--- config.mk ---
export PLATFORM = sky130hd
export DESIGN_NAME = central_alarme
export DESIGN_NICKNAME = d
export VERILOG_FILES = /design/src/rtl/central_alarme_pkg.sv /design/src/rtl/central_alarme_contador_regressivo.sv /design/src/rtl/central_alarme.sv
export SDC_FILE = /design/constraint.sdc
export NUM_CORES = 1
export LEC_CHECK = 0
export CAP_MARGIN = 20
export CORE_ASPECT_RATIO = 0.75
export CORE_UTILIZATION = 57
export DETAILED_ROUTE_END_ITERATION = 7
export PLACE_DENSITY = 0.84
export SETUP_SLACK_MARGIN = 0.05
export SYNTH_ARGS = -nofsm -noshare
export SYNTH_HDL_FRONTEND = slang
export SYNTH_HIERARCHICAL = 1
export SYNTH_SLANG_ARGS = --single-unit
--- constraint.sdc ---
create_clock -name gerador_frequencia -period 5.2 [get_ports gerador_frequencia]
set_clock_uncertainty 0.1 [all_clocks]
set_input_delay 1.04 -clock gerador_frequencia [delete_from_list [all_inputs] [get_ports gerador_frequencia]]
set_output_delay 1.04 -clock gerador_frequencia [all_outputs]
set_load 0.05 [all_outputs]
--- src/rtl/central_alarme_pkg.sv ---
// ---------------------------------------------------------------------------
// central_alarme_pkg
// Shared definitions for the alarm central: state encoding, default timing
// constants and zone helpers used by central_alarme and its countdown.
// No ports (package).
// ---------------------------------------------------------------------------
package central_alarme_pkg;

  // State codes are visible on the estado output, so the encoding is fixed.
  typedef enum logic [1:0] {
    DESARMADO      = 2'b00,
    ARMADO         = 2'b01,
    ESPERA_ENTRADA = 2'b10,
    DISPARADO      = 2'b11
  } estado_t;

  // Default durations in clock cycles (the clock runs at 1 Hz, so seconds).
  localparam int unsigned TEMPO_ENTRADA_PADRAO = 30;
  localparam int unsigned TEMPO_SIRENE_PADRAO  = 180;

  // Bit 0 is the delayed entry door, bits 3:1 fire the siren immediately.
  localparam logic [3:0] ZONA_ENTRADA        = 4'b0001;
  localparam logic [3:0] MASCARA_INSTANTANEA = 4'b1110;

  function automatic logic [3:0] zonas_instantaneas(input logic [3:0] sens);
    return sens & MASCARA_INSTANTANEA;
  endfunction

endpackage

--- src/rtl/central_alarme_contador_regressivo.sv ---
// ---------------------------------------------------------------------------
// contador_regressivo
// 8-bit loadable down-counter that saturates at zero.
// Ports:
//   clk_i       clock, rising edge
//   rst_i       asynchronous active-high reset, clears the count
//   clr_i       synchronous clear (highest priority)
//   load_i      synchronous load of valor_i
//   dec_i       decrement by one, holds at zero
//   valor_i     load value
//   contagem_o  current count
//   zero_o      count is zero
//   ultimo_o    count is one, i.e. the next decrement reaches zero
// ---------------------------------------------------------------------------
module contador_regressivo (
  input  logic       clk_i,
  input  logic       rst_i,
  input  logic       clr_i,
  input  logic       load_i,
  input  logic       dec_i,
  input  logic [7:0] valor_i,
  output logic [7:0] contagem_o,
  output logic       zero_o,
  output logic       ultimo_o
);

  logic [7:0] contagem_q;
  logic [7:0] contagem_d;

  // Clear beats load beats decrement; a decrement at zero leaves it at zero.
  always_comb begin
    contagem_d = contagem_q;
    if (clr_i) begin
      contagem_d = '0;
    end else if (load_i) begin
      contagem_d = valor_i;
    end else if (dec_i && (contagem_q != 8'd0)) begin
      contagem_d = contagem_q - 8'd1;
    end
  end

  always_ff @(posedge clk_i or posedge rst_i) begin
    if (rst_i) begin
      contagem_q <= '0;
    end else begin
      contagem_q <= contagem_d;
    end
  end

  assign contagem_o = contagem_q;
  assign zero_o     = (contagem_q == 8'd0);
  assign ultimo_o   = (contagem_q == 8'd1);

endmodule

--- src/rtl/central_alarme.sv ---
// ---------------------------------------------------------------------------
// central_alarme
// Four-zone burglar alarm controller: synchronizes the zone sensors, runs the
// arm / entry-delay / siren state machine, and latches the zones that caused
// an alarm since the last arming.
// Ports:
//   gerador_frequencia  1 Hz clock, rising edge
//   reset               asynchronous active-high reset
//   habilitador         1 = armed request, 0 = disarm
//   sensores[3:0]       zone sensors (bit 0 entry door, 3:1 instant zones)
//   sirene              registered siren drive
//   estado[1:0]         current state code
//   tempo_restante[7:0] remaining cycles of the active countdown, else 0
//   zona_disparo[3:0]   zones that caused alarms since last arming
// ---------------------------------------------------------------------------
module central_alarme
  import central_alarme_pkg::*;
#(
  parameter int unsigned TEMPO_ENTRADA = TEMPO_ENTRADA_PADRAO,
  parameter int unsigned TEMPO_SIRENE  = TEMPO_SIRENE_PADRAO
) (
  input  logic       gerador_frequencia,
  input  logic       reset,
  input  logic       habilitador,
  input  logic [3:0] sensores,
  output logic       sirene,
  output logic [1:0] estado,
  output logic [7:0] tempo_restante,
  output logic [3:0] zona_disparo
);

  localparam logic [7:0] CARGA_ENTRADA = TEMPO_ENTRADA[7:0];
  localparam logic [7:0] CARGA_SIRENE  = TEMPO_SIRENE[7:0];

  logic [3:0] sens_meta_q;
  logic [3:0] sens_sinc_q;
  estado_t    estado_q;
  estado_t    estado_d;
  logic       sirene_q;
  logic [3:0] zona_q;
  logic [3:0] zona_d;

  logic       cnt_clr;
  logic       cnt_load;
  logic       cnt_dec;
  logic [7:0] cnt_valor;
  logic [7:0] cnt_contagem;
  logic       cnt_zero;
  logic       cnt_ultimo;

  logic [3:0] instantaneas;
  logic       inst_ativa;
  logic       expirou;

  assign instantaneas = zonas_instantaneas(sens_sinc_q);
  assign inst_ativa   = |instantaneas;
  // The countdown ends on the edge that would take it from 1 to 0, so an
  // N-cycle load gives exactly N cycles in the state; zero covers saturation.
  assign expirou      = cnt_ultimo | cnt_zero;

  contador_regressivo u_contador (
    .clk_i      (gerador_frequencia),
    .rst_i      (reset),
    .clr_i      (cnt_clr),
    .load_i     (cnt_load),
    .dec_i      (cnt_dec),
    .valor_i    (cnt_valor),
    .contagem_o (cnt_contagem),
    .zero_o     (cnt_zero),
    .ultimo_o   (cnt_ultimo)
  );

  // Next-state and countdown control. In every armed state a disarm wins,
  // then an instant zone, then the entry door or the entry timeout.
  always_comb begin
    estado_d  = estado_q;
    zona_d    = zona_q;
    cnt_clr   = 1'b0;
    cnt_load  = 1'b0;
    cnt_dec   = 1'b0;
    cnt_valor = CARGA_ENTRADA;
    case (estado_q)
      DESARMADO: begin
        cnt_clr = 1'b1;
        if (habilitador) begin
          estado_d = ARMADO;
          zona_d   = '0;
        end
      end
      ARMADO: begin
        if (!habilitador) begin
          estado_d = DESARMADO;
          cnt_clr  = 1'b1;
        end else if (inst_ativa) begin
          estado_d  = DISPARADO;
          cnt_load  = 1'b1;
          cnt_valor = CARGA_SIRENE;
          zona_d    = zona_q | instantaneas;
        end else if (sens_sinc_q[0]) begin
          estado_d  = ESPERA_ENTRADA;
          cnt_load  = 1'b1;
          cnt_valor = CARGA_ENTRADA;
        end else begin
          cnt_clr = 1'b1;
        end
      end
      ESPERA_ENTRADA: begin
        if (!habilitador) begin
          estado_d = DESARMADO;
          cnt_clr  = 1'b1;
        end else if (inst_ativa) begin
          estado_d  = DISPARADO;
          cnt_load  = 1'b1;
          cnt_valor = CARGA_SIRENE;
          zona_d    = zona_q | instantaneas;
        end else if (expirou) begin
          estado_d  = DISPARADO;
          cnt_load  = 1'b1;
          cnt_valor = CARGA_SIRENE;
          zona_d    = zona_q | ZONA_ENTRADA;
        end else begin
          cnt_dec = 1'b1;
        end
      end
      DISPARADO: begin
        if (!habilitador) begin
          estado_d = DESARMADO;
          cnt_clr  = 1'b1;
        end else begin
          zona_d = zona_q | sens_sinc_q;
          if (expirou) begin
            estado_d = ARMADO;
            cnt_clr  = 1'b1;
          end else begin
            cnt_dec = 1'b1;
          end
        end
      end
      default: begin
        estado_d = DESARMADO;
        cnt_clr  = 1'b1;
      end
    endcase
  end

  // Two-flop synchronizer plus the state, zone latch and registered siren.
  // The siren follows the next state so it rises with estado=DISPARADO.
  always_ff @(posedge gerador_frequencia or posedge reset) begin
    if (reset) begin
      sens_meta_q <= '0;
      sens_sinc_q <= '0;
      estado_q    <= DESARMADO;
      sirene_q    <= 1'b0;
      zona_q      <= '0;
    end else begin
      sens_meta_q <= sensores;
      sens_sinc_q <= sens_meta_q;
      estado_q    <= estado_d;
      sirene_q    <= (estado_d == DISPARADO);
      zona_q      <= zona_d;
    end
  end

  assign sirene         = sirene_q;
  assign estado         = estado_q;
  assign zona_disparo   = zona_q;
  assign tempo_restante = ((estado_q == ESPERA_ENTRADA) || (estado_q == DISPARADO))
                          ? cnt_contagem : 8'd0;

endmodule

==> results of run 1 <==
[path summary, 6_finish.rpt]
path                                                        end  slack [ns]  depth (start not counted)
max                                           tempo_restante[1]        1.57                          5
min                                    sens_sinc_q[0]$_DFF_PP0_        0.25                          0
max reg2reg                u_contador/contagem_o[3]$_DFFE_PP0P_        2.10                          8
min reg2reg                            sens_sinc_q[0]$_DFF_PP0_        0.25                          0
max in group asynchronous              sens_sinc_q[1]$_DFF_PP0_        3.64                          2
min in group asynchronous  u_contador/contagem_o[1]$_DFFE_PP0P_        0.89                          2
[registers in the layout, summed over array words and instances, names as in the netlist]
signal                 flops
sens_sinc_q                4
estado                     2
sirene                     1
zona_disparo               4
u_contador/contagem_o      8
sens_meta_q                4
[metal layers]
metal,global-route usage [%],part of all wire (%),vias to the layer above
met2,36.1,42,44
met5,0,0,-
met1,40.9,52,557
li1,-,-,601
met4,4.29,0.50,0
met3,5.16,5.7,2
[final cells by class]
type	count	area (um2)
Multi-Input combinational cell	114	742
Fill cell	195	641
Clock inverter	1	7.51
Sequential cell	23	576
Timing Repair Buffer	22	218
Clock buffer	3	22.5
Tap cell	34	42.5
Inverter	16	60.1
[synthesized netlist by cell type, types with 2 or more instances]
master    count  area [um2]
or3_1         2        12.5
a31oi_1       3        18.8
nor2_1       11        41.3
conb_1        2        7.51
a311oi_1      2        17.5
o21a_1        2        15.0
a21o_1        2        15.0
nor3_1        6        30.0
nor2b_1       9        56.3
o21ai_0       9        45.0
nand3b_1      2        15.0
dfrtp_1      23         576
nand2_1      11        41.3
buf_2         3        15.0
or3b_1        2        17.5
nor4_1        2        12.5
a211o_1       3        26.3
inv_1        16        60.1
a21oi_1      13        65.1
ha_1          7        87.6
a211oi_1      3        22.5
[critical path, stage by stage, from the launching register on]
cell             delay [ns]
dfrtp_1                0.42
inv_1                  0.12
ha_1                   0.33
nor2_1                 0.47
nor2b_1                0.11
clkdlybuf4s50_1        0.72
[cell families after synthesis]
| logic type | share of synthesized area (%) |
|---|---|
| buf+inv | 5.93 |
| compound gates | 22.1 |
| other cells | 0.539 |
| simple gates | 23.2 |
| xor+xnor | 0.629 |
| flops | 41.3 |
| fa+ha+maj | 6.29 |
[stage by stage]
stage          cells  power, mW  cell area [um2]
3_3_place_gp     209      0.767             1640
3_5_place_dp     209      0.773             1640
4_1_cts          213      0.860             1670
5_1_grt          213      0.921             1670
2_1_floorplan    158      0.636             1400
6_report         213      0.857             1670
[where the power goes]
group	switching, mW	internal, mW
Combinational	0.336	0.179
Clock	0.0543	0.0293
Sequential	0.0393	0.220
Total	0.429	0.428
==> summary.txt, run 1 <==
Floorplanning
  – I/O pin total: 22
  – Die width: 59.1 um
  – Core Region: 2310 um2
  – Die area: 2650 um2
  – Initial Util: 60.3%
  – Die height: 44.8 um
  – Row count: 15

Setup path
  – Peak fanout along the critical path: 10
  – Arr. time, crit path: 2.49 ns
  – Worst setup EP type: output port
  – Worst setup SP type: flip-flop
  – Crit path kind: reg2out
  – Crit path launch: estado[0]$_DFF_PP0_
  – R2r startpoint: u_contador/contagem_o[0]$_DFFE_PP0P_
  – WP data required: 4.06 ns

Timing
  – Final WS setup: 1.57 ns
  – RSZ-0062 raised after global routing: no
  – Max Fclk: 275 MHz
  – Fin crit share: 69.8%
  – Hold Slack: 0.253 ns
  – Slew at the pin closest to its max-slew limit: 0.733 ns
  – Sum Neg Setup Slack: 0 ns
  – Final Hold Viols: 0
  – Final min period: 3.63 ns
  – Final slew viol count: 0
  – Slew headroom: 50.6%
  – Setup violations, final: 0

Logic synthesis
  – Avg Inst Size Synth: 8.93 um2
  – Synthesized instance count: 156
  – Main flop type after synthesis: dfrtp_1
  – Async SR Flop Fraction: 100%
  – Total of warnings raised by yosys: 6
  – Sequential cell area fraction in the yosys report: 41.3%
  – Seq cells post-synth: 23
  – Number of synthesized flops with an enable pin: 0
  – Post-synth cell types: 44
  – Synth Cell Area: 1390 um2

Power
  – Static Leak: 0.691 nW
  – Cell Pwr Density: 514 nW/um2
  – Max IR drop VDD: 0.289 mV

Layout
  – Most frequent cells in the layout: 23 x dfrtp_1, 21 x clkdlybuf4s50_1, 16 x inv_1
  – N_diodes: 0
  – Layout cell share with drive strength beyond 1: 5.59%
  – Most common cell after layout, fill and taps aside: dfrtp_1
  – Nets: 194
  – Area Overhead vs Synth: 19.8%
  – Post-layout util: 72.2%

Placed design
  – Final HPWL DP: 2330 um
  – Place WS: 1.41 ns
  – Port Buf Inserts: 21
  – Gpl congestion: 0.883

Drt
  – Pre-Repair DR Iteration Count: 4
  – Post-Route WL: 2990 um
  – Wire per inst: 14.0 um
  – DR vias: 1204
  – Antenna-violating nets left: 0
  – Drc violations: 0
  – Initial DRC count: 105
  – DR vias/cell: 5.65

Clock network
  – CTS root buf: clkbuf_4
  – Post-cts sizing count: 0
  – CTS tree: yes
  – Post CTS Setup Buffer Count: 0
  – # hold bufs at CTS: 0
  – Worst-skew pair later-pin latency: 0.31 ns
  – Clock sink count: 23
  – Reg clk slew, reported paths: 0.14 ns
  – Cts bufs inserted: 3
  – CTS HTree Levels: 1
  – Clock buffer depth: 2

Outcome
  – Outcome: completed

Job
  – Max Cap Viol: 0

Hold path
  – Hold Path Class: reg2reg
  – Hold_sp: sens_meta_q[0]$_DFF_PP0_

GRT
  – Vias in the first global route: 1080
  – Global route overflow: 0
  – Largest net degree at the start of global routing: 16
  – GRT Total Usage: 25.6%
  – First-pass GRT wire length: 4990 um
  – Initial antenna violation count: 0
Note: power is estimated with default switching activity, not from simulation.
==> inputs of run 2 (changes only) <==
Settings changed: CORE_UTILIZATION 57 to 48, PLACE_DENSITY 0.84 to 0.75.
Clock period 5.2 ns to 3 ns, I/O delays scaled along.
==> summary.txt, run 2 (same netlist as run 1, synthesis figures left out) <==
GRT
  – Global route overflow: 0 (unchanged)
  – First-pass GRT wire length: 5180 um (+3.9%)
  – Initial antenna violation count: 0 (unchanged)
  – Largest net degree at the start of global routing: 16 (unchanged)
  – GRT Total Usage: 21.7% (-3.9 points)
  – Vias in the first global route: 1105 (+2.3%)

Clock network
  – # hold bufs at CTS: 0 (unchanged)
  – Reg clk slew, reported paths: 0.08 ns (-0.06 ns)
  – CTS HTree Levels: 1 (unchanged)
  – CTS root buf: clkbuf_8
  – Clock buffer depth: 2 (unchanged)
  – Post-cts sizing count: 0 (unchanged)
  – Post CTS Setup Buffer Count: 0 (unchanged)
  – CTS tree: yes
  – Cts bufs inserted: 3 (unchanged)
  – Clock sink count: 23 (unchanged)
  – Worst-skew pair later-pin latency: 0.26 ns (-0.05 ns)

Drt
  – Pre-Repair DR Iteration Count: 4 (unchanged)
  – DR vias/cell: 5.55 (-1.9%)
  – DR vias: 1226 (+1.8%)
  – Initial DRC count: 105 (unchanged)
  – Drc violations: 0 (unchanged)
  – Wire per inst: 14.0 um (about the same)
  – Antenna-violating nets left: 0 (unchanged)
  – Post-Route WL: 3100 um (+3.8%)

Setup path
  – Crit path to: u_contador/contagem_o[3]$_DFFE_PP0P_
  – WP data required: 3.09 ns (-0.97 ns)
  – Arr. time, crit path: 2.70 ns (+0.21 ns)
  – WP depth: 8 (+3)
  – Crit path largest cell delay: 0.49 ns (-0.23 ns)
  – R2r startpoint: u_contador/contagem_o[0]$_DFFE_PP0P_
  – Worst setup SP type: flip-flop
  – Peak fanout along the critical path: 6 (-4)
  – Critical-path top delay cell: dfrtp_1
  – Worst r2r path cells: 8 (unchanged)
  – Critical Path Most Common Cell: or3b_1
  – Critical path buffers and inverters: 1 (-1)
  – Worst setup EP type: flip-flop
  – Crit path launch: u_contador/contagem_o[0]$_DFFE_PP0P_
  – Worst path top cell family by delay: simple AND/OR/NAND/NOR gates
  – Crit path kind: reg2reg
  – R2R Path End: u_contador/contagem_o[3]$_DFFE_PP0P_
  – R2r setup slk: 0.39 ns (-1.71 ns)
  – Critical-path cell list: inv_1 > ha_1 > and4_1 > nor4_1 > or3b_1 > nor3_2 > or3b_1 > a31oi_1

Power
  – Max IR drop VDD: 0.373 mV (+29%)
  – Cell Pwr Density: 899 nW/um2 (+75%)
  – Static Leak: 0.876 nW (+27%)

Timing
  – Max Fclk: 383 MHz
  – Fin crit share: 86.9%
  – Sum Neg Setup Slack: 0 ns (unchanged)
  – Final Hold Viols: 0 (unchanged)
  – Final WS setup: 0.392 ns (-1.18 ns)
  – Hold Slack: 0.253 ns (-0.000206 ns)
  – Slew at the pin closest to its max-slew limit: 0.546 ns (-0.187 ns)
  – RSZ-0062 raised after global routing: no
  – Final slew viol count: 0 (unchanged)
  – Setup violations, final: 0 (unchanged)
  – Slew headroom: 63.5% (+13 points)
  – Final min period: 2.61 ns

Job
  – Max Cap Viol: 0 (unchanged)

Placed design
  – Port Buf Inserts: 21 (unchanged)
  – Final HPWL DP: 2370 um (+1.5%)
  – Gpl congestion: 0.932 (+5.6%)
  – Place WS: 0.264 ns (-1.15 ns)

Layout
  – Most common cell after layout, fill and taps aside: dfrtp_1
  – Area Overhead vs Synth: 26.0%
  – Most frequent cells in the layout: 23 x dfrtp_1, 16 x inv_1, 13 x a21oi_1, 13 x clkdlybuf4s50_1
  – Layout cell share with drive strength beyond 1: 8.65% (+3.1 points)
  – Nets: 200 (+3.1%)
  – Max reg flops: 8 (unchanged)
  – N_diodes: 0 (unchanged)

Outcome
  – Outcome: completed

Floorplanning
  – Row count: 16 (+1)
  – Die height: 48.6 um (+8.6%)
  – Die width: 64.2 um (+8.7%)
  – Die area: 3120 um2 (+18%)
  – Initial Util: 51.9% (-8.4 points)
  – Core Region: 2680 um2 (+16%)
  – I/O pin total: 22 (unchanged)

Hold path
  – Hold Path Class: reg2reg
-- run 2: cell types whose count changed in the layout (fill, tap and decap cells not counted), sizes merged --
cell | before | now
buf | 1 | 7
clkdlybuf4s50 | 21 | 13
dlymetal6s2s | 0 | 8
-- run 2: routing by layer --
| layer | wire length [um] | up-vias | track usage, % | part of all wire, % |
|---|---|---|---|---|
| li1 | - | 614 | - | - |
| met1 | 1630 | 563 | 34.4 | 53 |
| met2 | 1240 | 47 | 29.3 | 40 |
| met3 | 212 | 2 | 5.42 | 6.8 |
| met4 | 14 | 0 | 4.44 | 0.45 |
| met5 | 0 | - | 0 | 0 |
-- run 2: area by class of cell --
class,instances,area (um2)
fill,227,928
clock inverter,1,7.51
inverter,16,60.1
multi-input combinational,114,742
sequential,23,576
tap,36,45.0
timing repair buffer,28,283
clock buffer,3,41.3
-- run 2: how the worst min path moves through the flow --
stage / start / depth (start not counted) / slack (ns) / end
after floorplan: sens_meta_q[0]$_DFF_PP0_ / 0 / 0.23 / sens_sinc_q[0]$_DFF_PP0_
after CTS: sens_meta_q[2]$_DFF_PP0_ / 0 / 0.25 / sens_sinc_q[2]$_DFF_PP0_
after global routing: sens_meta_q[3]$_DFF_PP0_ / 0 / 0.26 / sens_sinc_q[3]$_DFF_PP0_
final: sens_meta_q[2]$_DFF_PP0_ / 0 / 0.25 / sens_sinc_q[2]$_DFF_PP0_
after global placement: sens_meta_q[1]$_DFF_PP0_ / 0 / 0.23 / sens_sinc_q[1]$_DFF_PP0_
after detailed placement: sens_meta_q[2]$_DFF_PP0_ / 0 / 0.23 / sens_sinc_q[2]$_DFF_PP0_
-- run 2: stage by stage --
stage | instances | total power [mW] | area, um2 | utilization, %
final | 221 | 1.58 | 1750 | 65.4
after global routing | 221 | 1.69 | 1750 | 65.4
after CTS | 221 | 1.57 | 1730 | 64.6
after detailed placement | 217 | 1.37 | 1690 | 62.8
after global placement | 217 | 1.36 | 1690 | 62.8
after floorplan | 158 | 1.10 | 1400 | -
-- run 2: where the power goes --
part           total, mW  switching [mW]  internal, mW  leakage [nW]
Sequential         0.450          0.0690         0.381         0.291
Combinational      0.930           0.594         0.337         0.564
Clock              0.196           0.102        0.0939        0.0217
Total               1.58           0.765         0.812         0.876
